## src/rtl/img2col_window_ctrl.sv

```systemverilog
// Sequencer that walks a KxK stride-1 window over a feature-map buffer.
// It fills the img2col register file one pixel per cycle and hands each window downstream.
module img2col_window_ctrl #(
    parameter int DATA_WIDTH = 16,
    parameter int K          = 5,
    parameter int RF_AW      = 5,
    parameter int IMG_W      = 8,
    parameter int IMG_H      = 8,
    parameter int FM_AW      = 6
) (
    input  logic                       clk,
    input  logic                       rst,
    input  logic                       start,
    output logic                       busy,
    output logic                       done,
    output logic                       fm_rd_en,
    output logic [FM_AW-1:0]           fm_addr,
    input  logic [DATA_WIDTH-1:0]      fm_rdata,
    output logic                       rf_wr_ctrl,
    output logic [RF_AW-1:0]           rf_adrs,
    output logic [DATA_WIDTH-1:0]      rf_din,
    output logic                       rf_r_ctrl,
    output logic                       win_valid,
    input  logic                       win_ready,
    output logic [$clog2(IMG_H)-1:0]   win_row,
    output logic [$clog2(IMG_W)-1:0]   win_col
);

    localparam int ROW_W = $clog2(IMG_H);
    localparam int COL_W = $clog2(IMG_W);
    localparam int KW    = (K > 1) ? $clog2(K) : 1;

    localparam logic [RF_AW-1:0] LAST_ELEM = RF_AW'(K*K - 1);
    localparam logic [KW-1:0]    K_MAX     = KW'(K - 1);
    localparam logic [ROW_W-1:0] ROW_MAX   = ROW_W'(IMG_H - K);
    localparam logic [COL_W-1:0] COL_MAX   = COL_W'(IMG_W - K);

    typedef enum logic [2:0] {
        S_IDLE,
        S_FETCH,
        S_DRAIN,
        S_LATCH,
        S_PRESENT,
        S_DONE
    } state_t;

    state_t state, state_nxt;

    logic [RF_AW-1:0] elem_n;
    logic [KW-1:0]    elem_r;
    logic [KW-1:0]    elem_c;

    logic accept;
    logic handshake;
    logic last_win;

    assign accept    = (state == S_IDLE) && start;
    assign handshake = (state == S_PRESENT) && win_ready;
    assign last_win  = (win_row == ROW_MAX) && (win_col == COL_MAX);

    // State register.
    // NOTE: sequential state uses <= so every flop samples pre-edge values; = here would create order-dependent races.
    always_ff @(posedge clk or posedge rst) begin
        if (rst) begin
            state <= S_IDLE;
        end else begin
            state <= state_nxt;
        end
    end

    // Next-state logic.
    // NOTE: assigning a default before the case keeps every path covered, so no latch is inferred.
    always_comb begin
        state_nxt = state;
        unique case (state)
            S_IDLE:    if (start) state_nxt = S_FETCH;
            S_FETCH:   if (elem_n == LAST_ELEM) state_nxt = S_DRAIN;
            S_DRAIN:   state_nxt = S_LATCH;
            S_LATCH:   state_nxt = S_PRESENT;
            S_PRESENT: if (win_ready) state_nxt = last_win ? S_DONE : S_FETCH;
            S_DONE:    state_nxt = S_IDLE;
            default:   state_nxt = S_IDLE;
        endcase
    end

    // Element counter: n counts linearly, while (elem_r, elem_c) track n/K and n%K without a divider.
    always_ff @(posedge clk or posedge rst) begin
        if (rst) begin
            elem_n <= '0;
            elem_r <= '0;
            elem_c <= '0;
        end else if (accept || handshake) begin
            elem_n <= '0;
            elem_r <= '0;
            elem_c <= '0;
        end else if (state == S_FETCH && elem_n != LAST_ELEM) begin
            elem_n <= elem_n + 1'b1;
            if (elem_c == K_MAX) begin
                elem_c <= '0;
                elem_r <= elem_r + 1'b1;
            end else begin
                elem_c <= elem_c + 1'b1;
            end
        end
    end

    // Window origin advances raster-order on every non-final handshake.
    always_ff @(posedge clk or posedge rst) begin
        if (rst) begin
            win_row <= '0;
            win_col <= '0;
        end else if (accept) begin
            win_row <= '0;
            win_col <= '0;
        end else if (handshake && !last_win) begin
            if (win_col == COL_MAX) begin
                win_col <= '0;
                win_row <= win_row + 1'b1;
            end else begin
                win_col <= win_col + 1'b1;
            end
        end
    end

    logic [FM_AW-1:0] row_sum;
    logic [FM_AW-1:0] col_sum;

    assign row_sum = FM_AW'(win_row) + FM_AW'(elem_r);
    assign col_sum = FM_AW'(win_col) + FM_AW'(elem_c);

    // Output decode; the write path trails the read by one cycle to match the buffer latency.
    always_comb begin
        busy       = 1'b0;
        done       = 1'b0;
        fm_rd_en   = 1'b0;
        fm_addr    = '0;
        rf_wr_ctrl = 1'b0;
        rf_adrs    = '0;
        rf_din     = '0;
        rf_r_ctrl  = 1'b0;
        win_valid  = 1'b0;
        unique case (state)
            S_IDLE: ;
            S_FETCH: begin
                busy     = 1'b1;
                fm_rd_en = 1'b1;
                fm_addr  = row_sum * FM_AW'(IMG_W) + col_sum;
                if (elem_n != '0) begin
                    rf_wr_ctrl = 1'b1;
                    rf_adrs    = elem_n - 1'b1;
                    rf_din     = fm_rdata;
                end
            end
            S_DRAIN: begin
                busy       = 1'b1;
                rf_wr_ctrl = 1'b1;
                rf_adrs    = LAST_ELEM;
                rf_din     = fm_rdata;
            end
            S_LATCH: begin
                busy      = 1'b1;
                rf_r_ctrl = 1'b1;
            end
            S_PRESENT: begin
                busy      = 1'b1;
                win_valid = 1'b1;
            end
            S_DONE: done = 1'b1;
            default: ;
        endcase
    end

endmodule
```

## config.mk

```make
export PLATFORM = sky130hd
export DESIGN_NAME = img2col_window_ctrl
export DESIGN_NICKNAME = d
export VERILOG_FILES = /design/src/rtl/img2col_window_ctrl.sv
export SDC_FILE = /design/constraint.sdc
export NUM_CORES = 1
export LEC_CHECK = 0
export CAP_MARGIN = 25
export CORE_MARGIN = 1.5
export CORE_UTILIZATION = 49
export DETAILED_ROUTE_END_ITERATION = 8
export GPL_ROUTABILITY_DRIVEN = 0
export GPL_TIMING_DRIVEN = 0
export PLACE_DENSITY = 0.93
export SLEW_MARGIN = 40
export SYNTH_ARGS = -nofsm -noshare
export SYNTH_HDL_FRONTEND = slang
export SYNTH_SLANG_ARGS = --single-unit
export TNS_END_PERCENT = 5
```

## constraint.sdc

```tcl
create_clock -name clk -period 4.5 [get_ports clk]
set_clock_uncertainty 0.2 [all_clocks]
set_input_delay 0.9 -clock clk [delete_from_list [all_inputs] [get_ports clk]]
set_output_delay 0.9 -clock clk [all_outputs]
set_load 0.05 [all_outputs]
```

* Yosys cells after proc, flatten, opt, wreduce, memory -nomap -nowiden *
Cells that the tools add are included.
W data, S select, Z words.

operators by class
  $add $sub $neg = 9
  reduce and logical (&&, ||, !) cells = 17
  multiplexer cells = 31
  eq/ne operators = 13

operators by type and width
  kind                   count
  $mux W3                16
  $pmux W16 S2           1
  $mux W16               1
  $mux W5                3
  $pmux W3 S5            1
  $add A3 B1 Y3 const B  4
  $eq A3 B2 Y1 const B   4
  $pmux W5 S2            1
  $eq A3 B3 Y1 const B   3
  $reduce_bool A2 Y1     4
  $add A6 B4 Y6          1
  $mux W1                6
  $mux W6                1
  $ne A2 B2 Y1 const B   3
  $add A5 B1 Y5 const B  1
  $eq A5 B5 Y1 const B   1
  $logic_and A1 B1 Y1    5
  $ne A5 B5 Y1 const B   1
  $reduce_bool A5 Y1     1
  $sub A5 B1 Y5 const B  1
  $add A3 B3 Y4          1
  $reduce_and A2 Y1      2
  $reduce_or A4 Y1       1
  $add A3 B3 Y3          1
  6 further kinds        6

storage, ports and cells
  logic and storage cells = 76
  register bits = 20

* Longest topological paths before layout *
Gate-level depths: netlist (run 1).

  word-level depth = 6
  depth in mapped cells = 6
  gate-level depth less buffers = 6

* Worst setup path after synthesis (run 1) *
OpenSTA, ideal clock, no wires.

  kind = register -> output
  from = register win_row[0]
  to = output port fm_addr[5]
  arrival = 2.927 ns
  cell stages (with the launch flop) = 7
  slack = 0.473 ns
  buffers on the path = 0
  path through = dfrtp_1 > ha_1 > inv_1 > fa_1 > nand2b_1 > o31ai_1 > nor3b_1

on the way
  cells in the longest elaborated chain, start to end = 3

RTL lines
  element                   RTL line  text
  start: declaration        25        output logic [$clog2(IMG_H)-1:0] win_row,
  start signal: assignment  118       win_row <= win_row + 1'b1;
  $add A3 B3 Y3             128       assign row_sum = FM_AW'(win_row) + FM_AW'(elem_r);
  $add A6 B4 Y6             147       fm_addr = row_sum * FM_AW'(IMG_W) + col_sum;
  $mux W6                   142       unique case (state)
  end: declaration          17        output logic [FM_AW-1:0] fm_addr,

Every way passes these cells.

* Worst setup path in the final report (run 1) *
Same ends and word-level chain as after synthesis.

==> results of run 1 <==
routing by layer:
metal | vias up | routed length, um | GRT usage [%]
met2 | 40 | 2200 | 42.7
li1 | 795 | - | -
met3 | 5 | 184 | 4.62
met4 | 0 | 41 | 3.11
met1 | 787 | 1940 | 34.9
met5 | - | 0 | 0
cells in the mapped netlist, drive strengths merged, types with 2 or more instances:
cell type  number
a211oi          2
a21o            2
a21oi          12
and2            4
buf             3
clkbuf          5
dfrtp          20
fa              2
ha             13
inv            14
mux2i           4
nand2           3
nand2b          7
nand3           4
nand4           2
nand4b          2
nor2           13
nor3            4
nor3b          20
o21ai          15
o22ai           3
o2bb2ai         2
or3             4
or3b            2
xnor2           5
stage by stage:
stage | setup slack, ns | cell area [um^2] | hold slack, ns
after CTS | 0.499 | 2320 | 0.360
after global routing | 0.379 | 2320 | 0.384
after detailed placement | 0.845 | 2300 | 0.343
after global placement | 0.889 | 2300 | 0.300
final | 0.510 | 2320 | 0.369
after floorplan | 0.473 | 1670 | 0.271
worst max-delay path: stages (launching register included):
cell	delay [ns]
dfrtp_1	0.44
ha_1	0.21
inv_1	0.06
fa_1	0.43
nand2b_1	0.18
o31ai_1	0.21
nor3b_1	0.22
clkdlybuf4s50_1	0.83
area by class of cell:
cell class,instances,area share [%]
Buffer,8,1.56
Sequential cell,20,21.5
Timing Repair Buffer,58,25.0
Multi-Input combinational cell,143,46.2
Clock buffer,3,0.969
Tap cell,44,2.37
Inverter,15,2.42
final timing paths:
path / depth (start not counted) / endpoint / slack [ns] / from
max: 7 / fm_addr[5] / 0.51 / win_row[0]$_DFFE_PP0P_
min: 1 / elem_r[0]$_DFFE_PP0P_ / 0.37 / elem_r[0]$_DFFE_PP0P_
max reg2reg: 5 / win_row[0]$_DFFE_PP0P_ / 2.44 / win_row[0]$_DFFE_PP0P_
min reg2reg: 1 / elem_r[0]$_DFFE_PP0P_ / 0.37 / elem_r[0]$_DFFE_PP0P_
max in group asynchronous: 2 / elem_r[1]$_DFFE_PP0P_ / 3.10 / rst
min in group asynchronous: 2 / elem_n[4]$_DFFE_PP0P_ / 0.70 / rst
logic make-up (layout without fill, tap and decap cells):
logic type | Yosys count | after routing | share of synthesized area [%]
AND/OR/NAND/NOR | 75 | 75 | 29.4
AO/OA/AOI/OAI | 42 | 42 | 15.7
buffers and inverters | 23 | 84 | 5.56
flip-flops | 20 | 20 | 30.0
adder cells (fa/ha/maj) | 15 | 15 | 12.2
XOR/XNOR | 6 | 6 | 4.05
multiplexers | 5 | 5 | 3.08
state kept, by name, summed over array words and instances, names as in the netlist:
register,flops
elem_n,5
win_col,3
elem_c,3
state,3
win_row,3
elem_r,3
==> flow_summary.ini, run 1 <==
[clock_tree]
clkTransAtPathRegs_ns = 0.11
root_buffer = clkbuf_4
clkSinkCount = 20
cts_resized = 0
cts-buffers-inserted = 3
post_cts_buffers = 0
ctsHoldBuffers = 0
clk_latency_ns = 0.31
clock_path_buffers = 2
cts.htree.levels = 1
cts_tree = done

[critical_path]
crit_path_end_kind = output port
worstSetupStartpointType = register
crit_type = reg -> out
critical_path.max_fanout = 5
required_ns = 3.40
worstPathArrival_ns = 2.89

[synth]
synth_edf_count = 0
yosys.area.top_type_share_pct = 30.0
syn_nets = 221
syn_avg_cell_area_um2 = 8.96
yosysWarnings = 0
syn_area_mm2 = 0.00167
yosysSeqAreaShare_pct = 30.0
synth_flop_cell = dfrtp_1
synthCells = 186
synth.distinct_cells = 47
synth-seq-cells = 20
synth_top_area_cell = dfrtp_1
synth.area.top_cells = dfrtp_1 30%, ha_1 9.8%, nor3b_1 9.0%, o21ai_0 4.5%, a21oi_1 3.6%
ys_async_sr_fraction_pct = 100

[global_route]
grt_overflow = 0
grt_max_degree = 21
grt_pass1_wl_um = 7160
globalRouteTotalUtil_pct = 25.3
antenna_found_initial = 0
grt_pass1_vias = 1512

[sta]
final.setup.tns_ns = 0
slew-limit-headroom_pct = 55.7
timing.final.crit_share_pct = 88.7
finalSetupViolCount = 0
tightest_slew_ns = 0.663
rsz0062_at_grt = false
timing.fmax_ghz = 0.251
period_needed_ns = 3.99
hold_viol_final = 0
drv_slew = 0

[finish]
multi_input_area_mm2 = 0.00107
diodes = 0
layout_commonest_cell = clkdlybuf4s50_1
drive_gt1_share_pct = 6.07
finish.utilization_pct = 73.7
fillCellCount = 258
fin_cells = 291
mostFrequentLayoutCells = 58 x clkdlybuf4s50_1, 20 x nor3b_1, 20 x dfrtp_1
nets = 284
seq_area_um2 = 500
area_delta_synth_final_pct = 39.5

[place]
dpl.cell_count = 288
port_buffers = 58
hpwlAfterDp_um = 3530

[die]
die-area_mm2 = 0.00376
core_region_area_mm2 = 0.00315
dieWidth_um = 61.3
io_pins = 59
initial_core_util_pct = 52.9
row_count = 20
dieHeight_um = 61.3

[detailed_routing]
remaining_drc_errors = 0
dr_total_vias = 1627
wire_per_inst_um = 15.0
drtIter0Drc = 116
wirelength_um = 4370
final_antenna_net_count = 0
first_pass_iters = 4
avgViaCountPerCell = 5.59

[min_path]
hp-class = reg -> reg

[run]
drv_cap = 0

[outcome]
outcome = complete, no violations
Power of run 1 is not shown: default switching activity piles up to over one toggle a cycle in this logic, so the estimate is an artifact.
==> run 2: changes to the inputs <==
--- a/config.mk
+++ b/config.mk
@@ -9,3 +9,3 @@
 export CORE_MARGIN = 1.5
-export CORE_UTILIZATION = 49
+export CORE_UTILIZATION = 45
 export DETAILED_ROUTE_END_ITERATION = 8
@@ -13,3 +13,3 @@
 export GPL_TIMING_DRIVEN = 0
-export PLACE_DENSITY = 0.93
+export PLACE_DENSITY = 0.87
 export SLEW_MARGIN = 40
==> constraint.sdc (replaced) <==
create_clock -name clk -period 4.27 [get_ports clk]
set_clock_uncertainty 0.2 [all_clocks]
set_input_delay 0.854 -clock clk [delete_from_list [all_inputs] [get_ports clk]]
set_output_delay 0.854 -clock clk [all_outputs]
set_load 0.1 [all_outputs]
==> flow_summary.ini, run 2 (same netlist as run 1, synthesis figures left out) <==
[critical_path]
required_ns = 3.22
worstSetupStartpointType = register
r2r_end = win_col[2]$_DFFE_PP0P_
rr_startpoint = state[1]$_DFFE_PP0P_
crit_path_cell_trace = ha_1 > inv_1 > fa_1 > nand2b_1 > o31ai_1 > nor3b_2 > buf_2
crit_family = adder cells
max_stage_delay_ns = 0.45
critical_path.max_fanout = 5
r2r_setup_slack_ns = 2.16
crit_cells = 7
worstPathArrival_ns = 2.43
crit_type = reg -> out
ff2ff_path_depth = 4
crit_buf_inv = 2
cp_slowest_cell = fa_1
crit_path_end_kind = output port

[finish]
largest_reg_flops = 5
diodes = 0
area_delta_synth_final_pct = 30.5
mostFrequentLayoutCells = 41 x buf_2, 20 x dfrtp_1, 19 x clkdlybuf4s50_1
top_register = elem_n
nets = 284
layout_commonest_cell = buf_2
drive_gt1_share_pct = 23.0
design_area_mm2 = 0.00217

[detailed_routing]
drtIter0Drc = 117
avgViaCountPerCell = 5.36
dr_total_vias = 1576
wire_per_inst_um = 14.1
final_antenna_net_count = 0
wirelength_um = 4140
first_pass_iters = 5
remaining_drc_errors = 0

[clock_tree]
cts_resized = 0
clock_path_buffers = 2
cts_tree = done
root_buffer = clkbuf_8
ctsHoldBuffers = 0
clkSinkCount = 20
cts.htree.levels = 1
post_cts_buffers = 0
cts-buffers-inserted = 3
clkTransAtPathRegs_ns = 0.08
clk_latency_ns = 0.26

[global_route]
grt_pass1_wl_um = 6810
grtUsageMet3_pct = 3.70
grt_pass1_vias = 1495
grt_overflow = 0
antenna_found_initial = 0
grt_use_met2_pct = 35.2
globalRouteTotalUtil_pct = 20.6
grt_most_used_layer = met2
gr-usage-met1_pct = 27.1
grt_max_degree = 21

[place]
port_buffers = 58
dp_slack_ns = 1.06
place_area_mm2 = 0.00212
hpwlAfterDp_um = 3170

[sta]
fin_ws_ns = 0.789
timing.final.crit_share_pct = 81.5
rsz0062_at_grt = false
hold_viol_final = 0
slew-limit-headroom_pct = 50.6
tightest_slew_ns = 0.739
timing.fmax_ghz = 0.287
drv_slew = 0
period_needed_ns = 3.48
finalSetupViolCount = 0
worst_hold_slack_ns = 0.323

[min_path]
hp-class = reg -> reg
holdPathStages = 1
min_to = elem_r[0]$_DFFE_PP0P_
hp-start = elem_r[0]$_DFFE_PP0P_

[run]
drv_cap = 0

[die]
dieHeight_um = 63.9
core_region_area_mm2 = 0.00344
die-area_mm2 = 0.00408
initial_core_util_pct = 48.4
dieWidth_um = 63.9
io_pins = 59
row_count = 21

[outcome]
outcome = complete, no violations
run 2: cell types whose count changed in the layout (fill, tap and decap cells not counted), sizes merged:
cell / delta
buf: +39
clkbuf: +1
clkdlybuf4s50: -39
run 2: worst max-delay path by stage:
stage                      end  slack [ns]                   start
floorplan            rf_din[0]       -0.13   elem_n[0]$_DFFE_PP0P_
global placement    fm_addr[5]        0.41  win_row[0]$_DFFE_PP0P_
detailed placement  fm_addr[5]        1.06  win_row[0]$_DFFE_PP0P_
CTS                 fm_addr[5]        0.77  win_row[0]$_DFFE_PP0P_
global route        fm_addr[5]        0.65  win_row[0]$_DFFE_PP0P_
finish              fm_addr[5]        0.79  win_row[0]$_DFFE_PP0P_
run 2: through the flow:
step           instances  utilization [%]  TNS, ns
2_1_floorplan        186                -    -1.26
3_3_place_gp         290             67.2        0
3_5_place_dp         290             61.6        0
4_1_cts              294             63.2        0
5_1_grt              294             63.2        0
6_report             294             63.2        0
run 2: worst register-to-register path: stages, from the launching register on:
cell	delay, ns
dfrtp_1	0.47
or2_2	0.33
clkbuf_1	0.18
nor3b_1	0.66
a211oi_1	0.12
run 2: area by class of cell:
class,count,area [um^2]
fill,308,1270
multi-input combinational,143,1080
sequential,20,500
timing repair buffer,58,385
tap,46,57.6
inverter,15,56.3
clock buffer,4,55.1
buffer,8,36.3
run 2: per-layer routing:
metal / share of wire (%) / vias to the layer above
met5: 0 / -
met4: 0.31 / 0
met3: 4.2 / 2
met2: 49 / 42
met1: 47 / 742
li1: - / 790
Power of run 2 is left out for the same reason.
